## src/rtl/elbeth_hazard_ctrl_pkg.sv

```systemverilog
// Shared ELBETH pipeline-control definitions: FSM encodings, PC mux selects
// and bus-error exception codes used by the hazard controller and downstream.
package elbeth_hazard_ctrl_pkg;

    typedef logic [1:0] hz_state_t;
    typedef logic [1:0] pc_sel_t;

    localparam hz_state_t ST_RUN   = 2'd0;
    localparam hz_state_t ST_IWAIT = 2'd1;
    localparam hz_state_t ST_DWAIT = 2'd2;
    localparam hz_state_t ST_ERET  = 2'd3;

    localparam pc_sel_t PC_SEL_NEXT   = 2'd0;
    localparam pc_sel_t PC_SEL_BRANCH = 2'd1;
    localparam pc_sel_t PC_SEL_EXCEPT = 2'd2;
    localparam pc_sel_t PC_SEL_EPC    = 2'd3;

    // Cause codes reported by the exception unit when a timeout fires.
    localparam logic [4:0] ECODE_IBUS_ERR = 5'd6;
    localparam logic [4:0] ECODE_DBUS_ERR = 5'd7;

    function automatic int max_int(input int a, input int b);
        return (a > b) ? a : b;
    endfunction

endpackage

```

## src/rtl/elbeth_hazard_ctrl_instret.sv

```systemverilog
// Retired-instruction counter: increments on each retire, wraps naturally.
module elbeth_instret_counter #(
    parameter int CNT_W = 32
) (
    input  logic             clk,
    input  logic             rst,
    input  logic             en,
    output logic [CNT_W-1:0] count
);

    always_ff @(posedge clk or posedge rst) begin
        if (rst) begin
            count <= '0;
        end else if (en) begin
            count <= count + CNT_W'(1);
        end
    end

endmodule

```

## src/rtl/elbeth_hazard_ctrl.sv

```systemverilog
// ELBETH hazard controller: stall/flush generation, memory-wait FSM with
// bus-error timeout, ERET drain and instret counting.
module elbeth_hazard_ctrl
    import elbeth_hazard_ctrl_pkg::*;
#(
    parameter int NUM_STAGES   = 3,
    parameter int MEM_TIMEOUT  = 16,
    parameter int ERET_BUBBLES = 1,
    parameter int CNT_W        = 32
) (
    input  logic                  clk,
    input  logic                  rst,
    input  logic                  if_imem_en,
    input  logic                  if_imem_ready,
    input  logic                  exs_dmem_en,
    input  logic                  exs_dmem_ready,
    input  logic                  id_branch_taken,
    input  logic                  id_load_use,
    input  logic                  exs_except,
    input  logic                  exs_eret,
    input  logic                  exs_valid,
    output logic                  pc_stall,
    output logic [NUM_STAGES-1:0] stage_stall,
    output logic [NUM_STAGES-1:0] stage_flush,
    output logic [1:0]            pc_select,
    output logic                  imem_timeout,
    output logic                  dmem_timeout,
    output logic                  exs_retire,
    output logic [CNT_W-1:0]      instret
);

    // The counter must reach MEM_TIMEOUT-1 and ERET_BUBBLES.
    localparam int WCNT_W = $clog2(max_int(MEM_TIMEOUT, ERET_BUBBLES + 1));

    localparam logic [WCNT_W-1:0]     WCNT_ONE     = WCNT_W'(1);
    localparam logic [WCNT_W-1:0]     WCNT_TIMEOUT = WCNT_W'(MEM_TIMEOUT - 1);
    localparam logic [WCNT_W-1:0]     WCNT_ERET    = WCNT_W'(ERET_BUBBLES);
    localparam logic [NUM_STAGES-1:0] ALL_STAGES   = '1;
    localparam logic [NUM_STAGES-1:0] FRONT_STAGES = {1'b0, {(NUM_STAGES-1){1'b1}}};
    localparam logic [NUM_STAGES-1:0] STAGE_IFID   = NUM_STAGES'(1);
    localparam logic [NUM_STAGES-1:0] STAGE_IDEX   = NUM_STAGES'(2);

    hz_state_t             state, state_nxt;
    logic [WCNT_W-1:0]     wcnt, wcnt_nxt;
    logic                  dmem_wait, imem_wait;
    logic                  pc_stall_c, timeout_flush, ito_c, dto_c;
    logic [NUM_STAGES-1:0] stall_c, flush_c;
    pc_sel_t               sel_c;

    assign dmem_wait = exs_dmem_en & ~exs_dmem_ready;
    assign imem_wait = if_imem_en & ~if_imem_ready;

    always_ff @(posedge clk or posedge rst) begin
        if (rst) begin
            state <= ST_RUN;
            wcnt  <= '0;
        end else begin
            state <= state_nxt;
            wcnt  <= wcnt_nxt;
        end
    end

    always_comb begin
        state_nxt     = state;
        wcnt_nxt      = wcnt;
        pc_stall_c    = 1'b0;
        stall_c       = '0;
        flush_c       = '0;
        sel_c         = PC_SEL_NEXT;
        ito_c         = 1'b0;
        dto_c         = 1'b0;
        timeout_flush = 1'b0;
        case (state)
            ST_RUN: begin
                if (dmem_wait) begin
                    pc_stall_c = 1'b1;
                    stall_c    = ALL_STAGES;
                    state_nxt  = ST_DWAIT;
                    wcnt_nxt   = WCNT_ONE;
                end else if (exs_except) begin
                    sel_c   = PC_SEL_EXCEPT;
                    flush_c = FRONT_STAGES;
                end else if (exs_eret) begin
                    sel_c     = PC_SEL_EPC;
                    flush_c   = FRONT_STAGES;
                    state_nxt = ST_ERET;
                    wcnt_nxt  = WCNT_ONE;
                end else if (imem_wait) begin
                    pc_stall_c = 1'b1;
                    stall_c    = ALL_STAGES;
                    state_nxt  = ST_IWAIT;
                    wcnt_nxt   = WCNT_ONE;
                end else if (id_load_use) begin
                    pc_stall_c = 1'b1;
                    stall_c    = STAGE_IFID;
                    flush_c    = STAGE_IDEX;
                end else if (id_branch_taken) begin
                    sel_c   = PC_SEL_BRANCH;
                    flush_c = STAGE_IFID;
                end
            end
            ST_DWAIT: begin
                if (exs_dmem_ready) begin
                    state_nxt = ST_RUN;
                    wcnt_nxt  = '0;
                end else if (wcnt == WCNT_TIMEOUT) begin
                    dto_c         = 1'b1;
                    sel_c         = PC_SEL_EXCEPT;
                    flush_c       = ALL_STAGES;
                    timeout_flush = 1'b1;
                    state_nxt     = ST_RUN;
                    wcnt_nxt      = '0;
                end else begin
                    pc_stall_c = 1'b1;
                    stall_c    = ALL_STAGES;
                    wcnt_nxt   = wcnt + WCNT_ONE;
                end
            end
            // A trap or eret reaching EXS abandons the outstanding fetch.
            ST_IWAIT: begin
                if (exs_except) begin
                    sel_c     = PC_SEL_EXCEPT;
                    flush_c   = FRONT_STAGES;
                    state_nxt = ST_RUN;
                    wcnt_nxt  = '0;
                end else if (exs_eret) begin
                    sel_c     = PC_SEL_EPC;
                    flush_c   = FRONT_STAGES;
                    state_nxt = ST_ERET;
                    wcnt_nxt  = WCNT_ONE;
                end else if (if_imem_ready) begin
                    state_nxt = ST_RUN;
                    wcnt_nxt  = '0;
                end else if (wcnt == WCNT_TIMEOUT) begin
                    ito_c         = 1'b1;
                    sel_c         = PC_SEL_EXCEPT;
                    flush_c       = FRONT_STAGES;
                    timeout_flush = 1'b1;
                    state_nxt     = ST_RUN;
                    wcnt_nxt      = '0;
                end else begin
                    pc_stall_c = 1'b1;
                    stall_c    = ALL_STAGES;
                    wcnt_nxt   = wcnt + WCNT_ONE;
                end
            end
            ST_ERET: begin
                pc_stall_c = 1'b1;
                stall_c    = ALL_STAGES;
                if (wcnt == WCNT_ERET) begin
                    state_nxt = ST_RUN;
                    wcnt_nxt  = '0;
                end else begin
                    wcnt_nxt = wcnt + WCNT_ONE;
                end
            end
            default: begin
                state_nxt = ST_RUN;
                wcnt_nxt  = '0;
            end
        endcase
    end

    // Reset holds the whole pipe; a held register ignores a normal flush.
    assign pc_stall     = rst | pc_stall_c;
    assign stage_stall  = rst ? ALL_STAGES : stall_c;
    assign stage_flush  = rst ? '0 : (timeout_flush ? flush_c : (flush_c & ~stall_c));
    assign pc_select    = rst ? PC_SEL_NEXT : sel_c;
    assign imem_timeout = ~rst & ito_c;
    assign dmem_timeout = ~rst & dto_c;
    assign exs_retire   = exs_valid & (state == ST_RUN) & ~dmem_wait & ~exs_except & ~rst;

    elbeth_instret_counter #(
        .CNT_W(CNT_W)
    ) u_instret (
        .clk  (clk),
        .rst  (rst),
        .en   (exs_retire),
        .count(instret)
    );

endmodule

```

## config.mk

```make
export PLATFORM = sky130hd
export DESIGN_NAME = elbeth_hazard_ctrl
export DESIGN_NICKNAME = d
export VERILOG_FILES = /design/src/rtl/elbeth_hazard_ctrl_pkg.sv /design/src/rtl/elbeth_hazard_ctrl_instret.sv /design/src/rtl/elbeth_hazard_ctrl.sv
export SDC_FILE = /design/constraint.sdc
export NUM_CORES = 1
export LEC_CHECK = 0
export ABC_CLOCK_PERIOD_IN_PS = 1800
export CAP_MARGIN = 20
export CORE_MARGIN = 2
export CORE_UTILIZATION = 30
export CTS_CLUSTER_SIZE = 30
export DETAILED_ROUTE_END_ITERATION = 12
export SYNTH_ARGS = -nofsm -noshare
export SYNTH_HDL_FRONTEND = slang
export SYNTH_SLANG_ARGS = --single-unit
```

## constraint.sdc

```tcl
create_clock -name clk -period 1.8 [get_ports clk]
set_input_delay 0.18 -clock clk [delete_from_list [all_inputs] [get_ports clk]]
set_output_delay 0.18 -clock clk [all_outputs]
set_load 0.005 [all_outputs]
```

==> flow_summary.yaml <==
outcome:
  run_status: "finished, violations left"
  violated_checks: "negative setup slack"
layout:
  layout.cells.non_filler: 448
  post-route-util: 0.556
  drive_above_1_share: 0.447
  finish.instance_area_um2: 4050
  antennaDiodeCount: 0
  area_growth_pct: 77.6
  design.final.nets: 366
grt:
  grt_overflow_total: 0
  maximum_number_of_pins_on_one_net_before_global_route_repair: 39
  grt_usage: 0.157
  antenna_found_initial: 0
  number_of_global_route_vias_before_repair: 2178
  grt_first_pass_wirelength_mm: 10.7
timing:
  slew_headroom: 0.734
  worstMarginPinSlew_ps: 398
  finalClockSkew_ps: 7.92
  final_period_minus_worst_setup_slack_ps: 2320
  worst_hold_slack_ps: 478
  final_critical_path_setup_slack_ps: -518
  finalHoldViolations: 0
  setup_viol: 40
  report.final.slew_viol_count: 0
  final.period_utilization: 1.29
  unrepaired_setup_endpoints_after_global_routing: "yes"
  achievable-frequency_mhz: 431
  setup_tns_ps: -6020
min_path:
  worstHoldPathType: "reg -> reg"
  hold_path_startpoint: "u_instret.count[31]"
  timing.hold.worst_endpoint: "u_instret.count[31]"
  hold_path_depth: 1
cts:
  cts_num_sinks: 38
  total_cts_buffers: 5
  clk_pin_slew_worst_paths_ps: 80
  tritoncts: "done"
  worst_skew_pair.late_latency_ps: 300
  cts_max_path_buffers: 2
  cts.root.buffer_cell: "sky130_fd_sc_hd__clkbuf_8"
  post_cts_hold_buffer_count: 0
  cts.htree.levels: 2
synth:
  synth.lib_cells_used.distinct: 50
  synth.top_cells.by_area: "sky130_fd_sc_hd__dfrtp_1 (42%), sky130_fd_sc_hd__xnor2_1 (6.5%), sky130_fd_sc_hd__xor2_1 (5.8%)"
  netlist.top_cell.by_area: "sky130_fd_sc_hd__dfrtp_1"
  async_reset_ff_frac: 1.00
  synth_area_per_cell_um2: 10.0
  synth_seq_area_share: 0.417
  synthCells: 228
  post-synth-top-count-cell: "sky130_fd_sc_hd__dfrtp_1"
  synth.top_cell.area_share: 0.417
  total_standard_cell_area_after_synthesis_um2: 2280
  yosys_warnings: 0
  postSynthRegisterBits: 38
  synth_top_cells_by_count: "sky130_fd_sc_hd__dfrtp_1 (38), sky130_fd_sc_hd__nand2_1 (25), sky130_fd_sc_hd__nor2_1 (17), sky130_fd_sc_hd__xnor2_1 (17), sky130_fd_sc_hd__xor2_1 (15)"
  postSynth.topFlopCell: "sky130_fd_sc_hd__dfrtp_1"
  postSynthNetCount: 246
  synth-edff-count: 0
power:
  power.share.clock: 0.223
  pd_cells_nw_per_um2: 1000
  seq_power_share: 0.249
  p_sw_mw: 1.35
  internal_power_mw: 2.72
  netSwitchingFraction: 0.333
  max-vdd-ir-drop_uv: 572
  design_power_total_mw: 4.07
  p_leak_nw: 1.95
  p_comb_frac: 0.528
detailed_routing:
  route.detailed.vias_per_inst: 4.80
  routed_length_per_placed_instance_um: 15.1
  drtAntennaViolNets: 0
  detail_route.wirelength_mm: 6.75
  remaining_drc_errors: 0
  drt_first_pass_iters: 4
  drt-initial-drc-count: 86
  total_via_count_after_detailed_routing: 2152
critical_path:
  start_kind: "flop"
  crit_path_arrival_time_ps: 2140
  timing.critical_path.fanout_max: 2
  reg2reg_to: "u_instret.count[16]"
  endpoint_kind: "output pin"
  timing.critical_path.required_ps: 1620
  depth_of_the_worst_register_to_register_path: 11
  timing.rr.start: "state[1]"
  criticalPathCategory: "reg -> out"
  regToRegSetupSlack_ps: -180
floorplan:
  ios: 55
  design.die.area_um2: 8320
  core_area_um2: 7290
  initial_utilization: 0.313
  die_width_um: 91.2
  placementRows: 31
  fp.dieH_um: 91.2
place:
  hpwlAfterDp_mm: 4.20
  gp_routability_congestion: 0.901
  numPlacedInstances: 419
  placement.cell_area_um2: 3270
  dpl_worst_slack_ps: -644
  port_buffers: 54
run:
  drv.max_cap_violation_count: 0
==> critical path, cell delays in order (launching register included) <==
cell	delay (ps)
sky130_fd_sc_hd__dfrtp_1	400
sky130_fd_sc_hd__inv_2	90
sky130_fd_sc_hd__ha_4	140
sky130_fd_sc_hd__or4b_4	500
sky130_fd_sc_hd__nand2_4	110
sky130_fd_sc_hd__a21oi_4	60
sky130_fd_sc_hd__a21o_1	160
sky130_fd_sc_hd__a221oi_2	240
sky130_fd_sc_hd__buf_2	150
==> power groups by stage <==
stage	combinational [mW]	sequential, mW	clock (mW)
6_report	2.15	1.01	0.909
5_1_grt	2.30	1.03	0.964
4_1_cts	1.78	1.01	0.922
3_5_place_dp	1.41	1.02	0
3_3_place_gp	1.40	1.02	0
2_1_floorplan	0.701	1.04	0
==> kinds of logic (layout without fill, tap and decap cells) <==
logic type,count (synthesis),count (layout),share of synthesized area
muxes,1,1,0.00493
and+or+nand+nor,101,101,0.281
adders and majority gates,7,7,0.0384
xor gates and xnor gates,32,32,0.123
AOI/OAI and AO/OA,30,30,0.0937
DFF,38,38,0.417
buffers and inverters,19,140,0.0422
==> flip-flops by register name, summed over array words and instances (netlist names) <==
name / cells
u_instret.count: 32
wcnt: 4
state: 2
==> how the worst max path moves through the flow <==
stage	startpoint	to	slack (ps)	cells past startpoint
final	state[1]	stage_flush[1]	-520	8
after global routing	state[1]	stage_flush[1]	-590	8
after CTS	state[1]	stage_flush[1]	-470	8
after detailed placement	exs_except	stage_flush[1]	-640	7
after global placement	exs_except	stage_flush[1]	-640	7
after floorplan	state[1]	stage_flush[1]	-70	7
==> layout make-up <==
class	instances	area [um^2]
Sequential cell	38	951
Tap cell	99	124
Clock inverter	2	60.1
Multi-Input combinational cell	171	1680
Fill cell	648	3240
Clock buffer	6	82.6
Inverter	12	50.0
Timing Repair Buffer	120	1100
==> what timing repair did <==
| action | 4_1_cts | 5_1_grt |
|---|---|---|
| pin swaps | 28 | 42 |
| gates cloned | 0 | 1 |
| setup buffers | 16 | 12 |
| gates resized for setup | 110 | 55 |
| setup endpoints to repair | 43 | 46 |
==> cells in the final DEF, fill, tap and decap left out, drive strengths merged, types with 4 or more instances in the layout <==
cell type and n:
buf 77, clkdlybuf4s50 42, dfrtp 38, nand2 26
xnor2 17, nor2 17, xor2 15, inv 12
nand3 11, nor3 10, nand2b 10, nand4 8
clkbuf 7, ha 7, nor4 6, o21ai 6
a31oi 4
==> routing by layer <==
layer	share of wire	wire (um)	GRT usage
met5	0	0	0
met4	0.014	97	0.0341
met3	0.047	317	0.0324
met2	0.51	3440	0.268
met1	0.43	2890	0.206
(Power assumes the default switching activity.)
